==> src/rtl/program_counter.sv <==
// program_counter: 16-bit program counter (PCL/PCH) with bus loads and one-cycle carry increment
//   Parameter RESET_PC : value forced into {PCH,PCL} while i_reset is high
//   i_clk              : clock, all updates on rising edge
//   i_reset            : asynchronous active-high reset
//   i_bus_adl/_adh     : address bus values for loading PCL/PCH
//   i_adl_pcl/_adh_pch : select bus value instead of current half
//   i_i_pc             : increment request, carry ripples into PCH in the same cycle
//   i_hold             : stall, freezes all state
//   o_pcl/o_pch/o_pc   : registered program counter
//   o_pclc             : registered carry out of PCL from the last update
module program_counter #(
    parameter logic [15:0] RESET_PC = 16'h0000
) (
    input  logic        i_clk,
    input  logic        i_reset,
    input  logic [7:0]  i_bus_adl,
    input  logic [7:0]  i_bus_adh,
    input  logic        i_adl_pcl,
    input  logic        i_adh_pch,
    input  logic        i_i_pc,
    input  logic        i_hold,
    output logic [7:0]  o_pcl,
    output logic [7:0]  o_pch,
    output logic        o_pclc,
    output logic [15:0] o_pc
);
    logic [7:0] pcls;
    logic [7:0] pchs;
    logic       carry;
    assign pcls  = i_adl_pcl ? i_bus_adl : o_pcl;
    assign pchs  = i_adh_pch ? i_bus_adh : o_pch;
    assign carry = i_i_pc & (pcls == 8'hFF);
    assign o_pc  = {o_pch, o_pcl};
    always_ff @(posedge i_clk or posedge i_reset) begin
        if (i_reset) begin
            o_pcl  <= RESET_PC[7:0];
            o_pch  <= RESET_PC[15:8];
            o_pclc <= 1'b0;
        end else if (!i_hold) begin
            o_pcl  <= pcls + {7'b0, i_i_pc};
            o_pch  <= pchs + {7'b0, carry};
            o_pclc <= carry;
        end
    end
endmodule

==> config.mk <==
export PLATFORM = sky130hd
export DESIGN_NAME = program_counter
export DESIGN_NICKNAME = d
export VERILOG_FILES = /design/src/rtl/program_counter.sv
export SDC_FILE = /design/constraint.sdc
export NUM_CORES = 1
export LEC_CHECK = 0
export BUFFER_PORTS_ARGS = -buffer_cell sky130_fd_sc_hd__buf_2
export CAP_MARGIN = 20
export CORE_AREA = 2 2 64 66
export DETAILED_ROUTE_END_ITERATION = 10
export DIE_AREA = 0 0 66 68
export PLACE_DENSITY = 0.65
export SETUP_SLACK_MARGIN = 0.02
export SLEW_MARGIN = 20
export SYNTH_ARGS = -nofsm -noshare
export SYNTH_HDL_FRONTEND = slang
export SYNTH_SLANG_ARGS = --single-unit
==> constraint.sdc <==
create_clock -name i_clk -period 2.6 [get_ports i_clk]
set_clock_uncertainty 0.05 [all_clocks]
set_input_delay 0.26 -clock i_clk [delete_from_list [all_inputs] [get_ports i_clk]]
set_output_delay 0.26 -clock i_clk [all_outputs]
set_load 0.01 [all_outputs]
==> results.json <==
{
  "run_status": "finished, final reports clean",
  "worst_pin_slew_ps": 664,
  "synth_seq_area_share": 0.290,
  "proportion_of_power_drawn_by_the_clock_network": 0.225,
  "cts-root-to-sink-buffers": 2,
  "most_frequent_cells_in_the_layout": "sky130_fd_sc_hd__buf_2, sky130_fd_sc_hd__dfrtp_1, sky130_fd_sc_hd__nand2_1, sky130_fd_sc_hd__o21ai_0",
  "cap_viol_max_count": 0,
  "timing.critical_path.arrival_ps": 2520,
  "critPathCaptureType": "flip-flop",
  "io_pins": 55,
  "insertedDiodeCount": 0,
  "tritoncts.num_buffers": 3,
  "drt-wirelength-per-cell_um": 12.6,
  "post_route_drc_violation_count": 0,
  "worst_ep_required_time_ps": 2720,
  "timing.critical_path.from_type": "flip-flop",
  "mappedNetlistNets": 193,
  "avgViaCountPerCell": 4.98,
  "power.static_leakage_uw": 0.000835,
  "htree_num_levels": 1,
  "core_area_sq_mm": 0.00386,
  "timing.final.max_slew_violations": 0,
  "period_needed_ps": 2400,
  "post_cts.repair.setup_buffers": 0,
  "io_buffer_count": 54,
  "cts-root-buf": "sky130_fd_sc_hd__clkbuf_8",
  "dp.final_hpwl_mm": 2.55,
  "clock_latency_ps": 260,
  "syn_inst": 167,
  "synth_enable_flop_cells": 0,
  "power.share.switching": 0.360,
  "grt_util_overall": 0.161,
  "drt_pass1_iterations": 4,
  "layout.nets": 237,
  "unrepaired_setup_endpoints_after_global_routing": "no",
  "initial_utilization": 0.380,
  "power_density_mw_per_mm2": 521,
  "number_of_antenna_violations_at_the_first_check_in_global_routing": 0,
  "p_int_uw": 582,
  "syn-cell-area_sq_mm": 0.00147,
  "max_slew_margin": 0.557,
  "maxClockFrequency_mhz": 417,
  "final_layout_size_suffix_gt1_frac": 0.390,
  "timing.hold.worst.class": "primary input to async pin",
  "routed_wl_mm": 3.28,
  "routed-via-count": 1294,
  "rows": 23,
  "power.ir.vdd_worst_uv": 295,
  "antenna_violating_nets_post_route": 0,
  "final.setup.tns_ps": 0,
  "crit_fanout": 5,
  "power.switching_uw": 327,
  "async_reset_ff_frac": 1.00,
  "die-area_sq_mm": 0.00449,
  "synth_area_per_cell_sq_um": 8.77,
  "p_comb_frac": 0.374,
  "post-route-util": 0.453,
  "seqPwrFrac": 0.401,
  "die_height_um": 68,
  "wire_length_of_the_first_global_routing_pass_mm": 5.55,
  "cts.repair.resized": 0,
  "finalSetupViolCount": 0,
  "tritoncts": "yes",
  "synth_flop_cell": "sky130_fd_sc_hd__dfrtp_1",
  "criticalPathCategory": "flip-flop to flip-flop",
  "period_share": 0.923,
  "vias_in_the_first_global_route": 1206,
  "cts_hold_repair.buffers": 0,
  "synth.ff_latch_count": 17,
  "netlist-cell-type-count": 44,
  "layout.cells.most_common": "sky130_fd_sc_hd__buf_2",
  "cts_sink_cnt": 17,
  "synth-warning-count": 0,
  "clk_pin_slew_ps": 70,
  "hold_viol": 0,
  "syn_to_final_growth_pct": 19.1,
  "place_congestion": 0.822,
  "drtIter0Drc": 43,
  "grt_start_max_net_pins": 33,
  "grt_remaining_overflow": 0,
  "dieWidth_um": 66
}
logic make-up (layout without fill, tap and decap cells):
logic type               Yosys count  count (layout)  synth area share
flip-flops                        17              17             0.290
XOR/XNOR                          11              11            0.0658
multiplexers                      13              13            0.0965
buffers and inverters             29              72             0.128
adder cells (fa/ha/maj)            4               4            0.0342
AO/OA/AOI/OAI                     37              37             0.170
AND/OR/NAND/NOR                   56              56             0.215
cells in the mapped netlist (all sizes together) (3+ instances only):
cell | number | share of area
xor2 | 8 | 0.048
dfrtp | 17 | 0.29
buf | 22 | 0.11
nand4 | 3 | 0.013
nor2b | 4 | 0.017
o21ai | 11 | 0.038
nand2 | 14 | 0.036
nand3 | 7 | 0.027
xnor2 | 3 | 0.018
nand4b | 4 | 0.024
a21oi | 6 | 0.020
nor3 | 4 | 0.014
inv | 5 | 0.013
mux2 | 9 | 0.069
mux2i | 4 | 0.027
nor2 | 9 | 0.023
a22oi | 6 | 0.034
ha | 4 | 0.034
per-stage QoR:
stage | instance area [sq um] | setup WS, ps | power (uW) | cells | hold slack, ps
finish | 1750 | 200 | 910 | 260 | 34.6
detailed placement | 1700 | 69.8 | 713 | 256 | 345
floorplan | 1470 | 116 | 618 | 167 | 136
CTS | 1740 | 125 | 921 | 260 | 58.3
global placement | 1700 | 128 | 710 | 256 | 333
global route | 1750 | 37.9 | 977 | 260 | 93.2
worst max-delay path: stages (launching register included):
cell and delay [ps]:
sky130_fd_sc_hd__dfrtp_2 420, sky130_fd_sc_hd__nand3b_4 100, sky130_fd_sc_hd__a22oi_2 200, sky130_fd_sc_hd__or3b_1 410, sky130_fd_sc_hd__nor2_1 130, sky130_fd_sc_hd__ha_2 210
sky130_fd_sc_hd__ha_1 170, sky130_fd_sc_hd__nand4b_1 120, sky130_fd_sc_hd__or4_1 410, sky130_fd_sc_hd__o2111ai_1 100
per-layer routing:
layer	vias to the layer above	track usage	share of wire
met2	26	0.255	0.46
met1	587	0.213	0.48
met3	6	0.0263	0.039
met5	-	0	0
li1	675	-	-
met4	0	0.0791	0.022
state kept, by name (all words and copies together) (netlist names):
signal / flops
o_pch: 8
o_pcl: 8
o_pclc: 1
layout make-up:
class | instances | area (sq um)
inverters | 5 | 18.8
multi-input cells | 121 | 855
flip-flops and latches | 17 | 427
fillers | 409 | 2110
well taps | 50 | 62.6
repair buffers | 63 | 338
clock buffers | 4 | 45.0
power by group through the flow:
stage	Clock, uW	Combinational, uW	Sequential [uW]
after CTS	211	344	365
after detailed placement	0	343	370
final	204	340	365
after global routing	220	381	376
after global placement	0	341	370
after floorplan	0	230	388
final timing paths:
path / from / end / slack [ps] / depth (start not counted)
setup / recovery: o_pcl[4] / o_pch[6] / 200 / 9
hold / removal: i_reset / o_pclc / 30 / 2
setup reg to reg: o_pcl[4] / o_pch[6] / 200 / 9
hold reg to reg: o_pclc / o_pclc / 450 / 2
max in group asynchronous: i_reset / o_pcl[4] / 1990 / 2
min in group i_clk: i_bus_adh[7] / o_pch[7] / 270 / 3
(Power assumes the default switching activity.)
